[config.mk]
export PLATFORM = sky130hd
export DESIGN_NAME = decode_stage
export DESIGN_NICKNAME = d
export VERILOG_FILES = /design/src/rtl/wisc_pkg.sv /design/src/rtl/decode_stage_imm_gen.sv /design/src/rtl/decode_stage.sv
export SDC_FILE = /design/constraint.sdc
export NUM_CORES = 1
export LEC_CHECK = 0
export ABC_AREA = 1
export CAP_MARGIN = 20
export CORE_MARGIN = 4
export CORE_UTILIZATION = 42
export CTS_BUF_LIST = sky130_fd_sc_hd__clkbuf_16
export DETAILED_ROUTE_END_ITERATION = 10
export MAX_ROUTING_LAYER = met4
export PLACE_DENSITY_LB_ADDON = 0.08
export REMOVE_ABC_BUFFERS = 1
export SLEW_MARGIN = 25
export SYNTH_ARGS = -nofsm -noshare
export SYNTH_HDL_FRONTEND = slang
export SYNTH_SLANG_ARGS = --single-unit
[constraint.sdc]
create_clock -name clk -period 3.88 [get_ports clk]
set_input_delay 0.388 -clock clk [delete_from_list [all_inputs] [get_ports clk]]
set_output_delay 0.388 -clock clk [all_outputs]
set_load 0.02 [all_outputs]
[src/rtl/wisc_pkg.sv]
// Shared WISC definitions: opcode encodings, decode FSM states and
// per-instruction source/destination classification helpers.
package wisc_pkg;

    typedef enum logic [3:0] {
        OP_ADD    = 4'h0,
        OP_SUB    = 4'h1,
        OP_XOR    = 4'h2,
        OP_RED    = 4'h3,
        OP_SLL    = 4'h4,
        OP_SRA    = 4'h5,
        OP_ROR    = 4'h6,
        OP_PADDSB = 4'h7,
        OP_LW     = 4'h8,
        OP_SW     = 4'h9,
        OP_LLB    = 4'hA,
        OP_LHB    = 4'hB,
        OP_B      = 4'hC,
        OP_BR     = 4'hD,
        OP_PCS    = 4'hE,
        OP_HLT    = 4'hF
    } opcode_e;

    typedef enum logic [1:0] {
        ST_RUN     = 2'd0,
        ST_LDSTALL = 2'd1,
        ST_HALT    = 2'd2
    } state_e;

    typedef struct packed {
        logic [3:0] rs;
        logic [3:0] rt;
        logic       use_rs;
        logic       use_rt;
    } src_dec_t;

    // Unused source slots come back as register 0 with their use flag clear.
    function automatic src_dec_t decode_src(input logic [15:0] instr);
        src_dec_t s;
        s = '0;
        case (opcode_e'(instr[15:12]))
            OP_ADD, OP_SUB, OP_XOR, OP_RED, OP_PADDSB: begin
                s.rs = instr[7:4];  s.use_rs = 1'b1;
                s.rt = instr[3:0];  s.use_rt = 1'b1;
            end
            OP_SLL, OP_SRA, OP_ROR, OP_LW, OP_BR: begin
                s.rs = instr[7:4];  s.use_rs = 1'b1;
            end
            OP_SW: begin
                s.rs = instr[7:4];  s.use_rs = 1'b1;
                s.rt = instr[11:8]; s.use_rt = 1'b1;
            end
            OP_LLB, OP_LHB: begin
                s.rs = instr[11:8]; s.use_rs = 1'b1;
            end
            default: ;
        endcase
        return s;
    endfunction

    function automatic logic writes_reg(input opcode_e op);
        case (op)
            OP_ADD, OP_SUB, OP_XOR, OP_RED, OP_SLL, OP_SRA, OP_ROR, OP_PADDSB,
            OP_LW, OP_LLB, OP_LHB, OP_PCS: return 1'b1;
            default:                       return 1'b0;
        endcase
    endfunction

endpackage

[src/rtl/decode_stage_imm_gen.sv]
// Immediate generator: per-opcode extraction and extension of the
// instruction's immediate field into a 16-bit operand.
module imm_gen
    import wisc_pkg::*;
(
    input  logic [15:0] instr,
    output logic [15:0] imm
);

    // Branch condition code bits never contribute to an immediate.
    logic unused_ccc;
    assign unused_ccc = ^instr[11:9];

    always_comb begin
        imm = '0;
        case (opcode_e'(instr[15:12]))
            OP_LW, OP_SW:          imm = {{11{instr[3]}}, instr[3:0], 1'b0};
            OP_SLL, OP_SRA, OP_ROR: imm = {12'h000, instr[3:0]};
            OP_LLB, OP_LHB:        imm = {8'h00, instr[7:0]};
            OP_B:                  imm = {{6{instr[8]}}, instr[8:0], 1'b0};
            default:               imm = '0;
        endcase
    end

endmodule

[src/rtl/decode_stage.sv]
// WISC decode stage: source decode, load-use interlock, HLT handling and
// the ID/EX pipeline register. DECODE_WB_BYPASS_EN forwards the WB port.
module decode_stage
    import wisc_pkg::*;
(
    input  logic        clk,
    input  logic        rst,
    input  logic        if_id_valid,
    input  logic [15:0] if_id_instr,
    input  logic [15:0] if_id_pc,
    input  logic        flush,
    output logic [3:0]  src_reg1,
    output logic [3:0]  src_reg2,
    input  logic [15:0] rf_data1,
    input  logic [15:0] rf_data2,
    input  logic        wb_write_reg,
    input  logic [3:0]  wb_dst_reg,
    input  logic [15:0] wb_dst_data,
    output logic        stall,
    output logic        id_ex_valid,
    output logic [3:0]  id_ex_opcode,
    output logic [3:0]  id_ex_rd,
    output logic [3:0]  id_ex_rs,
    output logic [3:0]  id_ex_rt,
    output logic [15:0] id_ex_a,
    output logic [15:0] id_ex_b,
    output logic [15:0] id_ex_imm,
    output logic [15:0] id_ex_pc,
    output logic        id_ex_write_reg,
    output logic        id_ex_mem_read,
    output logic        id_ex_mem_write,
    output logic        halted,
    output logic [15:0] stall_cycles
);

    state_e      state_q, state_d;
    logic        halted_q, halted_d;
    logic [15:0] stall_cycles_q, stall_cycles_d;
    logic        valid_q, valid_d;
    logic [3:0]  opcode_q, opcode_d, rd_q, rd_d, rs_q, rs_d, rt_q, rt_d;
    logic [15:0] a_q, a_d, b_q, b_d, imm_q, imm_d, pc_q, pc_d;
    logic        write_reg_q, write_reg_d, mem_read_q, mem_read_d;
    logic        mem_write_q, mem_write_d;

    opcode_e     opc;
    src_dec_t    src;
    logic [15:0] imm_w, op_a, op_b;
    logic        hazard, issue, stall_raw;

    imm_gen u_imm_gen (
        .instr (if_id_instr),
        .imm   (imm_w)
    );

    assign opc      = opcode_e'(if_id_instr[15:12]);
    assign src      = decode_src(if_id_instr);
    assign src_reg1 = src.rs;
    assign src_reg2 = src.rt;

`ifdef DECODE_WB_BYPASS_EN
    assign op_a = (wb_write_reg && wb_dst_reg != 4'd0 && wb_dst_reg == src.rs) ? wb_dst_data : rf_data1;
    assign op_b = (wb_write_reg && wb_dst_reg != 4'd0 && wb_dst_reg == src.rt) ? wb_dst_data : rf_data2;
`else
    logic unused_wb;
    assign unused_wb = ^{wb_write_reg, wb_dst_reg, wb_dst_data};
    assign op_a = rf_data1;
    assign op_b = rf_data2;
`endif

    assign hazard = valid_q && mem_read_q && (rd_q != 4'd0) &&
                    ((src.use_rs && src.rs == rd_q) || (src.use_rt && src.rt == rd_q));

    always_comb begin
        state_d        = state_q;
        halted_d       = halted_q;
        stall_cycles_d = stall_cycles_q;
        stall_raw      = 1'b0;
        issue          = 1'b0;
        case (state_q)
            ST_HALT: stall_raw = 1'b1;
            default: begin
                if (flush) begin
                    state_d = ST_RUN;
                end else if (state_q == ST_RUN && if_id_valid && hazard) begin
                    stall_raw = 1'b1;
                    state_d   = ST_LDSTALL;
                    if (stall_cycles_q != 16'hFFFF)
                        stall_cycles_d = stall_cycles_q + 16'd1;
                end else begin
                    state_d = ST_RUN;
                    issue   = if_id_valid;
                    if (if_id_valid && opc == OP_HLT) begin
                        state_d  = ST_HALT;
                        halted_d = 1'b1;
                    end
                end
            end
        endcase

        // Data fields load unconditionally; only the control bits mark a bubble.
        valid_d     = issue;
        write_reg_d = issue && writes_reg(opc) && (if_id_instr[11:8] != 4'd0);
        mem_read_d  = issue && (opc == OP_LW);
        mem_write_d = issue && (opc == OP_SW);
        opcode_d    = if_id_instr[15:12];
        rd_d        = if_id_instr[11:8];
        rs_d        = src.rs;
        rt_d        = src.rt;
        a_d         = op_a;
        b_d         = op_b;
        imm_d       = imm_w;
        pc_d        = if_id_pc;
    end

    assign stall = stall_raw && !rst;

    always_ff @(posedge clk) begin
        if (rst) begin
            state_q        <= ST_RUN;
            halted_q       <= 1'b0;
            stall_cycles_q <= '0;
            valid_q        <= 1'b0;
            write_reg_q    <= 1'b0;
            mem_read_q     <= 1'b0;
            mem_write_q    <= 1'b0;
            opcode_q       <= '0;
            rd_q           <= '0;
            rs_q           <= '0;
            rt_q           <= '0;
            a_q            <= '0;
            b_q            <= '0;
            imm_q          <= '0;
            pc_q           <= '0;
        end else begin
            state_q        <= state_d;
            halted_q       <= halted_d;
            stall_cycles_q <= stall_cycles_d;
            valid_q        <= valid_d;
            write_reg_q    <= write_reg_d;
            mem_read_q     <= mem_read_d;
            mem_write_q    <= mem_write_d;
            opcode_q       <= opcode_d;
            rd_q           <= rd_d;
            rs_q           <= rs_d;
            rt_q           <= rt_d;
            a_q            <= a_d;
            b_q            <= b_d;
            imm_q          <= imm_d;
            pc_q           <= pc_d;
        end
    end

    assign halted          = halted_q;
    assign stall_cycles    = stall_cycles_q;
    assign id_ex_valid     = valid_q;
    assign id_ex_opcode    = opcode_q;
    assign id_ex_rd        = rd_q;
    assign id_ex_rs        = rs_q;
    assign id_ex_rt        = rt_q;
    assign id_ex_a         = a_q;
    assign id_ex_b         = b_q;
    assign id_ex_imm       = imm_q;
    assign id_ex_pc        = pc_q;
    assign id_ex_write_reg = write_reg_q;
    assign id_ex_mem_read  = mem_read_q;
    assign id_ex_mem_write = mem_write_q;

endmodule

# Word level (Yosys, flattened, before mapping)
# Memory sizes are Yosys's and may differ from the RTL's.
# Index checks and enable logic that the tools add are counted.
totals:
  ff_bits: 103
  latchBits: 0
  ram_bits: 0
  mem_bits_ro: 16
  inputBits: 89
  output_inout_bits: 110
  elab_cells: 80
  memories: 1
mem_list:
  columns: ["memory", "depth", "word_bits", "rd", "rd_clocked_by_memory_dff", "write_ports", "line", "source"]
  rows:
  - ["(no name shown)", 16, 1, 1, 0, 0, "wisc_pkg.sv:62", "case (op)"]
classes:
  add_sub_neg: 1
  mul: 0
  div: 0
  n_lt_le_gt_ge: 0
  n_eq_ne: 18
  n_shift: 0
  n_mux: 14
  n_bitwise: 3
  reduce_logical: 28
ops:
  columns: ["operator", "count"]
  rows:
  - ["$pmux W16 S4", 1]
  - ["$eq A4 B4 Y1 const B", 7]
  - ["$add A16 B1 Y16 const B", 1]
  - ["$eq A4 B3 Y1 const B", 4]
  - ["$ne A16 B16 Y1 const B", 1]
  - ["$pmux W4 S2", 2]
  - ["$logic_and A1 B1 Y1", 13]
  - ["$reduce_or A13 Y1", 1]
  - ["$reduce_or A11 Y1", 1]
  - ["$eq A4 B2 Y1 const B", 2]
  - ["$eq A4 B4 Y1", 2]
  - ["$mux W1", 8]
  - ["$reduce_and A4 Y1", 2]
  - ["$reduce_bool A4 Y1", 2]
  - ["$mux W2", 3]
  - ["$reduce_or A6 Y1", 1]
  - ["$reduce_or A5 Y1", 1]
  - ["$eq A4 B1 Y1 const B", 1]
  - ["$logic_not A4 Y1", 1]
  - ["$reduce_or A2 Y1", 2]
  - ["$not A1 Y1", 3]
  - ["$reduce_or A3 Y1", 1]
  - ["$eq A2 B2 Y1 const B", 1]
  - ["$logic_not A2 Y1", 1]
  - ["other kinds (2)", 2]

# Logic depth before layout (Yosys ltp)
depth:
  ltp_word: 13
  mapped_depth: 16

# By module
# A second synthesis with hierarchy kept.
hier_totals:
  cells_unflattened: 515
  area_unflattened_um2: 3916.3
by_module_without_submodules:
  columns: ["mod", "n_inst", "cells_each", "area_per_inst_um2"]
  rows:
  - ["decode_stage", 1, 468, 3673.5]
  - ["imm_gen", 1, 47, 242.7]

# Worst setup path after synthesis
# No wires, ideal clock.
synth_path:
  kind: "input-to-output"
  startpoint: "input port if_id_instr[12]"
  endpoint: "output port stall"
  arrival_time_ps: 1882
  setup_slack_ps: 1610
  path_stages: 11
  cell_sequence: "inv_1 > nand2_1 > nand2_2 > nand2_2 > nand2_1 > nand2_1 > xor2_1 > nand3_1 > nand2_2 > nand3b_4 > a21oi_1"
synth_via:
  elab_chain_cells: 12
  elab_cells_between_ends: 33
synth_lines:
  columns: ["element", "line", "source"]
  rows:
  - ["from (decl)", "decode_stage.sv:9", "input logic [15:0] if_id_instr,"]
  - ["$eq A4 B4 Y1, or another cell as far along", "wisc_pkg.sv:41", "case (opcode_e'(instr[15:12]))"]
  - ["$reduce_or A11 Y1 (no source line) or $reduce_or A2 Y1 (tied branches)", null, null]
  - ["$pmux W4 S2 *", "wisc_pkg.sv:41", null]
  - ["net src_reg1[1]", "decode_stage.sv:12", "output logic [3:0] src_reg1,"]
  - ["$eq A4 B4 Y1 *", "decode_stage.sv:71", "((src.use_rs && src.rs == rd_q) || (src.use_rt && src.rt == rd_q));"]
  - ["$logic_and A1 B1 Y1 *", "decode_stage.sv:71", null]
  - ["$logic_or A1 B1 Y1 *", "decode_stage.sv:71", null]
  - ["$logic_and A1 B1 Y1 *", "decode_stage.sv:70", "assign hazard = valid_q && mem_read_q && (rd_q != 4'd0) &&"]
  - ["$logic_and A1 B1 Y1 *", "decode_stage.sv:84", "end else if (state_q == ST_RUN && if_id_valid && hazard) begin"]
  - ["$mux W1 *", "decode_stage.sv:84", null]
  - ["$mux W1 *", "decode_stage.sv:82", "if (flush) begin"]
  - ["$mux W1 *", "decode_stage.sv:79", "case (state_q)"]
  - ["$logic_and A1 B1 Y1 *", "decode_stage.sv:115", "assign stall = stall_raw && !rst;"]
  - ["to (decl)", "decode_stage.sv:19", "output logic stall,"]
# Mark *: on every way through the listed nets, which the timed path passes. The rest lies on a longest branch.

# Final worst setup path
layout_path:
  startpoint: "input port if_id_instr[13]"
  endpoint: "output port stall"
layout_via:
  elab_chain_cells: 12
  elab_cells_between_ends: 33
layout_lines:
  columns: ["element", "line"]
  rows:
  - ["$eq A4 B4 Y1, or another cell as far along", "wisc_pkg.sv:41"]
  - ["$reduce_or A11 Y1 (no source line), or another cell as far along", null]
  - ["$pmux W4 S2", "wisc_pkg.sv:41"]
  - ["$eq A4 B4 Y1", "decode_stage.sv:71"]
  - ["$logic_and A1 B1 Y1", "decode_stage.sv:71"]
  - ["$logic_or A1 B1 Y1 *", "decode_stage.sv:71"]
  - ["$logic_and A1 B1 Y1 *", "decode_stage.sv:70"]
  - ["$logic_and A1 B1 Y1 *", "decode_stage.sv:84"]
  - ["$mux W1 *", "decode_stage.sv:84"]
  - ["$mux W1 *", "decode_stage.sv:82"]
  - ["$mux W1 *", "decode_stage.sv:79"]
  - ["$logic_and A1 B1 Y1 *", "decode_stage.sv:115"]
# Mark *: on every way between the ends. The rest lies on a longest branch, timed or not.

==> flow_metrics.py <==
metrics = {
    "timing": {
        "skew_ns": 0.00519,
        "timing.final.crit_period_ns": 3.35,
        "post-route-period-util_pct": 86.4,
        "setup_viol": 0,
        "hold_viol": 0,
        "setup_tns_ns": 0,
        "slew_viol_final": 0,
        "maxSlewHeadroom_pct": 46.5,
        "worstMarginPinSlew_ns": 0.795,
        "rsz0062_at_grt": "false",
        "setup_slack_ns": 0.526,
        "timing.fmax_mhz": 298,
    },
    "routing": {
        "wl_per_cell_um": 13.3,
        "vias": 3603,
        "via_per_inst": 4.63,
        "finalWirelength_um": 10400,
        "antenna_left": 0,
        "drt_iter0_markers": 149,
        "drc": 0,
        "drtPass1Iterations": 4,
    },
    "synth": {
        "synth-seq-cells": 97,
        "synth_top_area_share_pct": 51.2,
        "synthCells": 492,
        "synth_top_cell_by_area": "dfxtp_1",
        "yosysSeqAreaShare_pct": 51.2,
        "synth_cell_types": 29,
        "synth_area_leaders": "dfxtp_1, inv_1, nor2_1",
        "synth_warnings": 0,
        "postSynthAreaPerCell_um2": 7.71,
        "netlist_area_um2": 3790,
    },
    "final_layout": {
        "syn2layout_area_growth_pct": 55.7,
        "final_nets": 755,
        "final_cell_mix": "clkdlybuf4s50_1, dfxtp_1, inv_1, nor2_1, nand2_1",
        "final_area_um2": 5910,
        "n_fill_cell": 756,
        "final_cells": 778,
        "layout-drive-gt1-share_pct": 7.01,
        "final_core_util_pct": 67.4,
        "num_antenna_cells": 0,
        "mostFrequentLayoutCell": "clkdlybuf4s50_1",
    },
    "hold_path": {
        "holdCritPathClass": "flop to flop",
    },
    "floorplanning": {
        "rows": 34,
        "ioPinCount": 199,
        "start_util_pct": 43.3,
        "core-area_um2": 8760,
        "die_y_um": 103,
        "die_x_um": 103,
        "die_area_um2": 10600,
    },
    "clock_tree": {
        "clockRootBuffer": "clkbuf_16",
        "cts.repair.resized": 0,
        "cts_buffers": 9,
        "ctsHoldBuffers": 0,
        "post-cts-setup-buffers": 0,
        "clkSinkCount": 97,
        "clk-insertion-delay-late_ns": 0.33,
        "clk_pin_slew_worst_paths_ns": 0.07,
        "cts_tree": "built",
        "cts.path.max_buffers": 2,
        "cts.htree.levels": 3,
    },
    "critical_path": {
        "crit_fanout": 8,
        "critPathKind": "input pin to output port",
        "crit_path_end_kind": "output port",
        "cp-start-kind": "input pin",
        "critPathRequiredTime_ns": 3.49,
        "crit_arrival_ns": 2.97,
    },
    "grt": {
        "grt_pass1_wl_um": 16400,
        "antenna_found_initial": 0,
        "grt_pass1_vias": 3472,
        "grt-ovfl-total": 0,
        "grt_max_degree": 55,
        "grt_usage_pct": 20.4,
    },
    "place": {
        "portBuffers": 177,
        "placed_cells": 762,
        "postPlaceCellArea_um2": 5620,
        "gpl.final_weighted_congestion": 0.926,
        "post-place-ws_ns": 0.539,
        "dp_hpwl_um": 8110,
    },
    "power": {
        "irDropWorstVdd_mv": 0.232,
        "p_leak_nw": 2.60,
        "p_per_area_nw_per_um2": 380,
    },
    "job": {
        "maxCapViolCount": 0,
    },
    "outcome": {
        "status": "completed",
    },
}
==> layer usage <==
layer,vias up,share of wire [%],GRT usage (%)
li1,1859,-,-
met1,1567,40,23.3
met2,164,46,31.9
met3,13,13,10.0
met4,0,1.5,5.68
met5,-,0,-
==> synth_stat cells, drive strengths merged <==
cell and count:
xnor2 5, o221ai 2, nand4 5, a21oi 25, o211ai 1, nand3b 1
a22oi 3, xor2 5, and3 1, nand3 35, o21ai 15, buf 7
nor2 98, clkbuf 9, inv 96, nand2 66, nor3 12, ha 1
dfxtp 97, nor4 7, a211oi 1
==> area by class of cell <==
class / instances / area [um^2] / share of cell area, %
clock buffer: 9 / 225 / 3.81
tap: 108 / 135 / 2.29
sequential: 97 / 1940 / 32.9
inverter: 96 / 360 / 6.10
timing repair buffer: 178 / 1770 / 30.0
multi-input combinational: 283 / 1410 / 23.8
clock inverter: 7 / 61.3 / 1.04
==> cells by family after synthesis <==
family | after synthesis | share of synthesized area [%]
and+or+nand+nor | 225 | 27.7
buffers and inverters | 112 | 11.7
DFF | 97 | 51.2
AOI/OAI and AO/OA | 47 | 6.73
xor gates and xnor gates | 10 | 2.31
adders and majority gates | 1 | 0.330
==> power by group <==
group | internal (W) | leakage [nW] | switching [W]
Combinational | 0.000169 | 1.66 | 0.000173
Sequential | 0.00104 | 0.800 | 0.0000132
Clock | 0.000448 | 0.140 | 0.000403
==> worst max-delay path, cell delays in order <==
cell and delay, ns:
clkdlybuf4s50_1 0.65, inv_2 0.12, nor2_4 0.20, inv_1 0.12, nand3_1 0.09, nand2_1 0.06, nor2_1 0.10, nand3_1 0.09
nand2_2 0.14, nand3b_4 0.17, a21oi_1 0.18, clkdlybuf4s50_1 0.66
==> through the flow <==
stage               power [W]  hold slack [ns]
floorplan             0.00121            0.457
global placement      0.00141            0.445
detailed placement    0.00142            0.454
CTS                   0.00227            0.475
finish                0.00224            0.465
global route          0.00234            0.508
==> worst paths after layout <==
check,endpoint,start,slack [ns],cells past startpoint
setup / recovery,stall,if_id_instr[13],0.53,12
hold / removal,halted$_SDFFE_PP0P_,halted$_SDFFE_PP0P_,0.46,2
setup reg to reg,stall_cycles[3]$_SDFFE_PP0P_,stall_cycles[0]$_SDFFE_PP0P_,1.63,8
hold reg to reg,halted$_SDFFE_PP0P_,halted$_SDFFE_PP0P_,0.46,2
No activity file was read; power rests on OpenSTA's default activity.
